===== src/rtl/halt_request_gen.sv =====
// Halt-code producer for the clock-gating stage: drains, halts, single-steps, resumes.
// Optional HALT_WATCHDOG_EN adds an auto-resume after WD_LIMIT halted cycles (wd_fired sticky).
module halt_request_gen #(
  parameter int unsigned    OPW          = 4,
  parameter logic [OPW-1:0] HALT_OPCODE  = 4'hF,
  parameter int unsigned    DRAIN_CYCLES = 2,
  parameter int unsigned    CW           = 16
`ifdef HALT_WATCHDOG_EN
  ,
  parameter int unsigned    WD_LIMIT     = 1000
`endif
) (
  input  logic           clk,
  input  logic           rst,
  input  logic           opcode_valid,
  input  logic [OPW-1:0] opcode,
  input  logic           resume_req,
  input  logic           step_req,
  output logic [1:0]     instruction_to_halt,
  output logic           halted,
  output logic           resume_ack,
`ifdef HALT_WATCHDOG_EN
  output logic           wd_fired,
`endif
  output logic [CW-1:0]  halt_count
);

  typedef enum logic [1:0] {RUN, DRAIN, HALTED, STEP_WAIT} state_e;

  state_e        state_q, state_d;
  logic [3:0]    drain_q, drain_d;
  logic [CW-1:0] count_q, count_d;
  logic          armed_q, armed_d;
  logic          ack_q, ack_d;
  logic [1:0]    code_q, code_d;
  logic          halted_q, halted_d;
  logic          wd_q, wd_d;

  always_comb begin
    state_d = state_q;
    drain_d = drain_q;
    count_d = count_q;
    armed_d = armed_q;
    ack_d   = 1'b0;
    wd_d    = wd_q;
    case (state_q)
      RUN: begin
        if (!resume_req) armed_d = 1'b1;
        if (opcode_valid && opcode == HALT_OPCODE && armed_q) begin
          if (DRAIN_CYCLES == 0) begin
            state_d = HALTED;
            count_d = '0;
          end else begin
            state_d = DRAIN;
            drain_d = 4'(DRAIN_CYCLES);
          end
        end
      end
      DRAIN: begin
        if (drain_q <= 4'd1) begin
          state_d = HALTED;
          drain_d = '0;
          count_d = '0;
        end else begin
          drain_d = drain_q - 4'd1;
        end
      end
      HALTED: begin
        // The exit edge back to RUN leaves the count frozen at its last shown value.
        if (count_q != '1) count_d = count_q + 1'b1;
`ifdef HALT_WATCHDOG_EN
        if (count_q == CW'(WD_LIMIT)) begin
          state_d = RUN;
          count_d = count_q;
          ack_d   = 1'b1;
          wd_d    = 1'b1;
          armed_d = 1'b1;
        end else
`endif
        if (resume_req) begin
          state_d = RUN;
          count_d = count_q;
          ack_d   = 1'b1;
          armed_d = 1'b0;
        end else if (step_req) begin
          state_d = STEP_WAIT;
        end
      end
      STEP_WAIT: state_d = HALTED;
      default:   state_d = RUN;
    endcase
    code_d   = (state_d == HALTED) ? 2'b10 : 2'b00;
    halted_d = (state_d == HALTED) || (state_d == STEP_WAIT);
  end

  always_ff @(posedge clk or posedge rst) begin
    if (rst) begin
      state_q  <= RUN;
      drain_q  <= '0;
      count_q  <= '0;
      armed_q  <= 1'b1;
      ack_q    <= 1'b0;
      code_q   <= 2'b00;
      halted_q <= 1'b0;
      wd_q     <= 1'b0;
    end else begin
      state_q  <= state_d;
      drain_q  <= drain_d;
      count_q  <= count_d;
      armed_q  <= armed_d;
      ack_q    <= ack_d;
      code_q   <= code_d;
      halted_q <= halted_d;
      wd_q     <= wd_d;
    end
  end

  assign instruction_to_halt = code_q;
  assign halted              = halted_q;
  assign resume_ack          = ack_q;
  assign halt_count          = count_q;
`ifdef HALT_WATCHDOG_EN
  assign wd_fired            = wd_q;
`else
  logic unused_wd;
  assign unused_wd = wd_q;
`endif

endmodule

===== config.mk =====
export PLATFORM = sky130hd
export DESIGN_NAME = halt_request_gen
export DESIGN_NICKNAME = d
export VERILOG_FILES = /design/src/rtl/halt_request_gen.sv
export SDC_FILE = /design/constraint.sdc
export NUM_CORES = 1
export LEC_CHECK = 0
export ABC_AREA = 1
export CORE_MARGIN = 1.5
export CORE_UTILIZATION = 52
export DETAILED_ROUTE_END_ITERATION = 8
export PLACE_DENSITY = 0.8
export SLEW_MARGIN = 0
export SYNTH_ARGS = -nofsm -noshare
export SYNTH_HDL_FRONTEND = slang
export SYNTH_SLANG_ARGS = --single-unit

===== constraint.sdc =====
create_clock -name clk -period 1.72 [get_ports clk]
set_input_delay 0.344 -clock clk [delete_from_list [all_inputs] [get_ports clk]]
set_output_delay 0.344 -clock clk [all_outputs]
set_load 0.005 [all_outputs]

== Yosys cells after proc, flatten, opt, wreduce, memory -nomap -nowiden ==
Cells that the tools add are included.
W data, S select, Z words.

* $add $sub $neg: 2
* Order comparisons: 1
* Equality and inequality tests: 13
* Mux-type cells: 18
* Reductions and logical operators: 10

{| class="wikitable"
|+ Operator list
! kind !! number
|-
| $mux W16 || 3
|-
| $pmux W16 S2 || 1
|-
| $add A16 B1 Y16 const B || 1
|-
| $ne A16 B16 Y1 const B || 1
|-
| $ne A2 B2 Y1 const B || 6
|-
| $mux W2 || 5
|-
| $eq A2 B2 Y1 const B || 4
|-
| $mux W4 || 2
|-
| $pmux W2 S4 || 1
|-
| $pmux W4 S2 || 1
|-
| $reduce_bool A2 Y1 || 3
|-
| $eq A4 B4 Y1 const B || 1
|-
| $le A4 B1 Y1 const B || 1
|-
| $mux W1 || 4
|-
| $reduce_and A4 Y1 || 1
|-
| $sub A4 B1 Y4 const B || 1
|-
| $reduce_and A3 Y1 || 1
|-
| $eq A2 B1 Y1 const B || 1
|-
| $logic_and A1 B1 Y1 || 2
|-
| $logic_not A2 Y1 || 1
|-
| $pmux W1 S2 || 1
|-
| $reduce_and A2 Y1 || 1
|-
| $logic_or A1 B1 Y1 || 1
|}

* Register bits: 27
* Input port bits: 9
* Output and inout bits: 20
* Logic and storage cells: 51

== Logic depth before layout (Yosys ltp) ==
Gate-level depths: netlist of the first run.

* Depth in word-level cells: 7
* Gate-level depth with buffers: 10
* Depth with buffers taken out: 10

== Least setup slack after synthesis of the first run ==
OpenSTA, ideal clock, no wires.

* Kind: flip-flop to flip-flop
* Start: register count_q[0] (netlist: halt_count[0])
* End: register count_q[9] (netlist: halt_count[9])
* Library setup time: 0.065 ns
* Arrival time: 1.556 ns
* Required time: 1.655 ns
* Slack: 0.099 ns
* Stages on the path, launching flop included: 11
* Buffers on the path: 1
* Period minus slack after synthesis: 1.621 ns
* Path through: dfrtp_1 ha_1 nand2_1 nor2_4 nand2_2 o21ai_4 nand2_4 nand2_4 buf_6 nand2_1 nand2_1

* Word-level cells in the longest chain between the ends: 4
* Elaborated cells between the ends (all ways): 7
* Those cells by class: add/sub: 1; eq/ne: 2; mux: 3; reduce/logical: 1

{| class="wikitable"
|+ RTL lines
! element !! line !! RTL
|-
| start, declared || 32 || <nowiki>logic [CW-1:0] count_q, count_d;</nowiki>
|-
| start signal, assigned || 109 || <nowiki>count_q <= count_d;</nowiki>
|-
| $add A16 B1 Y16 || 70 || <nowiki>if (count_q != '1) count_d = count_q + 1'b1;</nowiki>
|-
| $mux W16 || 70 ||
|-
| $mux W16 || 80 || <nowiki>if (resume_req) begin</nowiki>
|-
| $pmux W16 S2 || 46 || <nowiki>case (state_q)</nowiki>
|}

Parallel ways exist; a longest one is shown, timed or not. The select of a mux whose other input is x is not followed.
A chain may end at the register's enable or synchronous reset.

== Worst setup path in the final report of the first run ==
* Start: register halted_q (netlist: halted)
* End: output halted

{| class="wikitable"
|+ RTL lines
! element !! line !! RTL
|-
| start, declared || 36 || <nowiki>logic halted_q, halted_d;</nowiki>
|-
| start signal, assigned || 113 || <nowiki>halted_q <= halted_d;</nowiki>
|-
| end, declared || 20 || <nowiki>output logic halted,</nowiki>
|}

No word-level cell between the ends.

==> results of run 1 <==
## synth_stat cells, drive strengths merged
master and n:
conb 1, nor3 3, nand3 17, xor2 1, ha 3, a21oi 14, nand3b 1, nor2 40
o21bai 4, inv 21, nand4 3, nand2 91, buf 3, o21ai 7, dfrtp 24, dfstp 1
## what timing repair did
item / 4_1_cts / 5_1_grt
setup endpoints to repair: 0 / 20
resized for setup: 0 / 9
setup buffers: 0 / 2
hold buffers: 0 / 0
## sequential cells by signal (all words and copies together), names as in the netlist
register / cells
state_q: 1
halt_count: 16
armed_q: 1
drain_q: 4
halted: 1
instruction_to_halt: 1
resume_ack: 1
## metal layers
metal  part of all wire [%]  track usage, %
met3                    6.6            2.64
met4                    1.1            6.64
met1                     47            32.8
met2                     45            36.6
met5                      0               0
## final cells by class
cell class	instances	area, um^2
Clock buffer	3	22.5
Tap cell	31	38.8
Multi-Input combinational cell	187	916
Timing Repair Buffer	38	372
Sequential cell	25	631
Inverter	21	78.8
Fill cell	251	787
Clock inverter	1	7.51
## final timing paths
kind | start | to | cells after the start
min in group clk | armed_q$_DFFE_PP1P_ | armed_q$_DFFE_PP1P_ | 2
max | halted$_DFF_PP0_ | halted | 1
min | rst | halt_count[4]$_DFFE_PP0P_ | 3
max reg2reg | drain_q[0]$_DFFE_PP0P_ | halt_count[5]$_DFFE_PP0P_ | 8
min reg2reg | armed_q$_DFFE_PP1P_ | armed_q$_DFFE_PP1P_ | 2
max in group asynchronous | rst | armed_q$_DFFE_PP1P_ | 3
## power groups by stage
stage	clock network, mW	logic (mW)	registers [mW]
final	0.280	1.41	0.776
after global routing	0.304	1.55	0.788
after CTS	0.284	1.14	0.774
after detailed placement	0	1.14	0.783
after global placement	0	1.11	0.783
after floorplan	0	0.757	0.789
## through the flow
stage                     utilization (%)  cell area, um^2
after CTS                            69.6             1990
after global routing                 72.4             2070
after floorplan                         -             1600
final                                72.4             2070
after global placement               68.6             1960
after detailed placement             68.6             1960
## placed cells by master (no fill, tap or decap), types with 2 or more instances in the layout
cell type        netlist  routed
nand3_1               17      17
inv_1                 18      18
nand2_2                1       2
o21ai_0                5       5
ha_1                   3       2
dfrtp_1               24      21
nand2_1               88      88
buf_4                  1       9
inv_2                  3       3
nor2_4                 3       3
nor3_1                 3       3
nor2_1                35      35
a21oi_1               12      12
clkdlybuf4s50_1        0      26
nand2_8                0       2
nor2_2                 2       2
clkbuf_4               0       3
nand4_1                3       3
dfrtp_2                0       3
o21bai_1               4       4
## cell families after synthesis
kind of cell    Yosys count  share of synthesized area [%]
simple gates            155                           41.3
compound gates           25                           10.1
flops                    25                           39.1
buf+inv                  24                           6.40
fa+ha+maj                 3                           2.34
xor+xnor                  1                          0.546
other cells               1                          0.234
==> flow_summary.ini, run 1 <==
[detailed_routing]
ant_nets = 0
wl_mm = 3.81
drc_errors = 0
vias = 1631
routedWlPerCell_um = 12.5
drt_iter0_drc = 56
first_pass_iters = 4
vias_per_cell = 5.33

[placement]
io_buffers = 27
place_inst = 298
gp_congestion = 0.888
dp_hpwl_mm = 2.71
post-place-ws_ns = -0.0416

[clock_tree]
h-tree-depth = 1
cts_tree = yes
path_clk_slew_ns = 0.15
clk_latency_ns = 0.33
cts_inserted_buffers = 3
ctsLongestPathBuffers = 2
clock_sinks = 25
cts_root_buf = clkbuf_4

[worst_setup_path]
crit_buf_inv = 1
path_cells = clkdlybuf4s50_1
critical_path_required_ns = 1.38
slowest_delay_ns = 0.54
worstSetupStartpointType = flop
arrival_ns = 1.35
crit_type = flop to output port
critPathSlowestCell = clkdlybuf4s50_1
worstPathMaxFanout = 5
r2r_slack_ns = 0.06
crit_path_end_kind = output port
path_delay_family = buffers and inverters

[logic_synthesis]
synth_seq_cells = 25
yosysTopAreaCellShare_pct = 37.4
synthCells = 234
synth.net_count = 246
syn-cell-area_mm2 = 0.00160
ys.warnings.count = 0
netlist-cell-type-count = 27
yosys-top-cells-area = dfrtp_1, nand2_1, nor2_1, nand3_1, inv_1
yosysTopAreaCell = dfrtp_1
synth.avg_cell_area_um2 = 6.85
synth_seq_area_share_pct = 39.1

[pwr]
power.internal_mw = 1.34
p_per_area_mw_per_mm2 = 1190
peakVddDrop_mv = 0.703
p_switching_mw = 1.13
seqPwrFrac_pct = 31.5
power_leakage_nw = 0.928
switching_share_pct = 45.7
power_mw = 2.47
pwr-share-comb_pct = 57.2
clockPowerShare_pct = 11.4

[global_routing]
grt_pass1_vias = 1394
grt_pass1_wl_mm = 6.15
grt_usage_pct = 22.9
overflow = 0
antenna_found_initial = 0
grt_start_max_net_pins = 26

[die]
core_area_mm2 = 0.00285
initial_core_util_pct = 56.2
fp.dieH_um = 58.5
die-area_mm2 = 0.00343
num_rows = 19
io_pins = 29
die_w_um = 58.5

[timing]
drv_slew = 0
fin_tns_setup_ns = 0
setup_viol = 0
fin_ws_ns = 0.0231
skew_ns = 0.0129
hold_viol = 0
period_share_pct = 98.7
max_freq_mhz = 589
min_period_ns = 1.70
grt_setup_unrepaired = true
hold_ws_ns = 0.329

[flow_run]
cap_violations = 0

[final_layout]
drive_gt1_share_pct = 13.5
diodes = 0
layout-area-overhead-vs-synth_pct = 28.8
fin_nets = 288
stdcell_count = 306

[status]
status = finished, final reports clean

[hold_path]
hold_class = input pin to asynchronous set/reset pin
Note: power is estimated with default switching activity, not from simulation.
==> inputs of run 2 (changes only) <==
--- a/config.mk
+++ b/config.mk
@@ -6,11 +6,12 @@
 export NUM_CORES = 1
 export LEC_CHECK = 0
 export ABC_AREA = 1
+export ABC_CLOCK_PERIOD_IN_PS = 1720
 export CORE_MARGIN = 1.5
 export CORE_UTILIZATION = 52
 export DETAILED_ROUTE_END_ITERATION = 8
 export PLACE_DENSITY = 0.8
-export SLEW_MARGIN = 0
+export SLEW_MARGIN = 10
 export SYNTH_ARGS = -nofsm -noshare
 export SYNTH_HDL_FRONTEND = slang
 export SYNTH_SLANG_ARGS = --single-unit
==> results of run 2 <==
Final layout, timing and power as in run 1 (identical DEF).
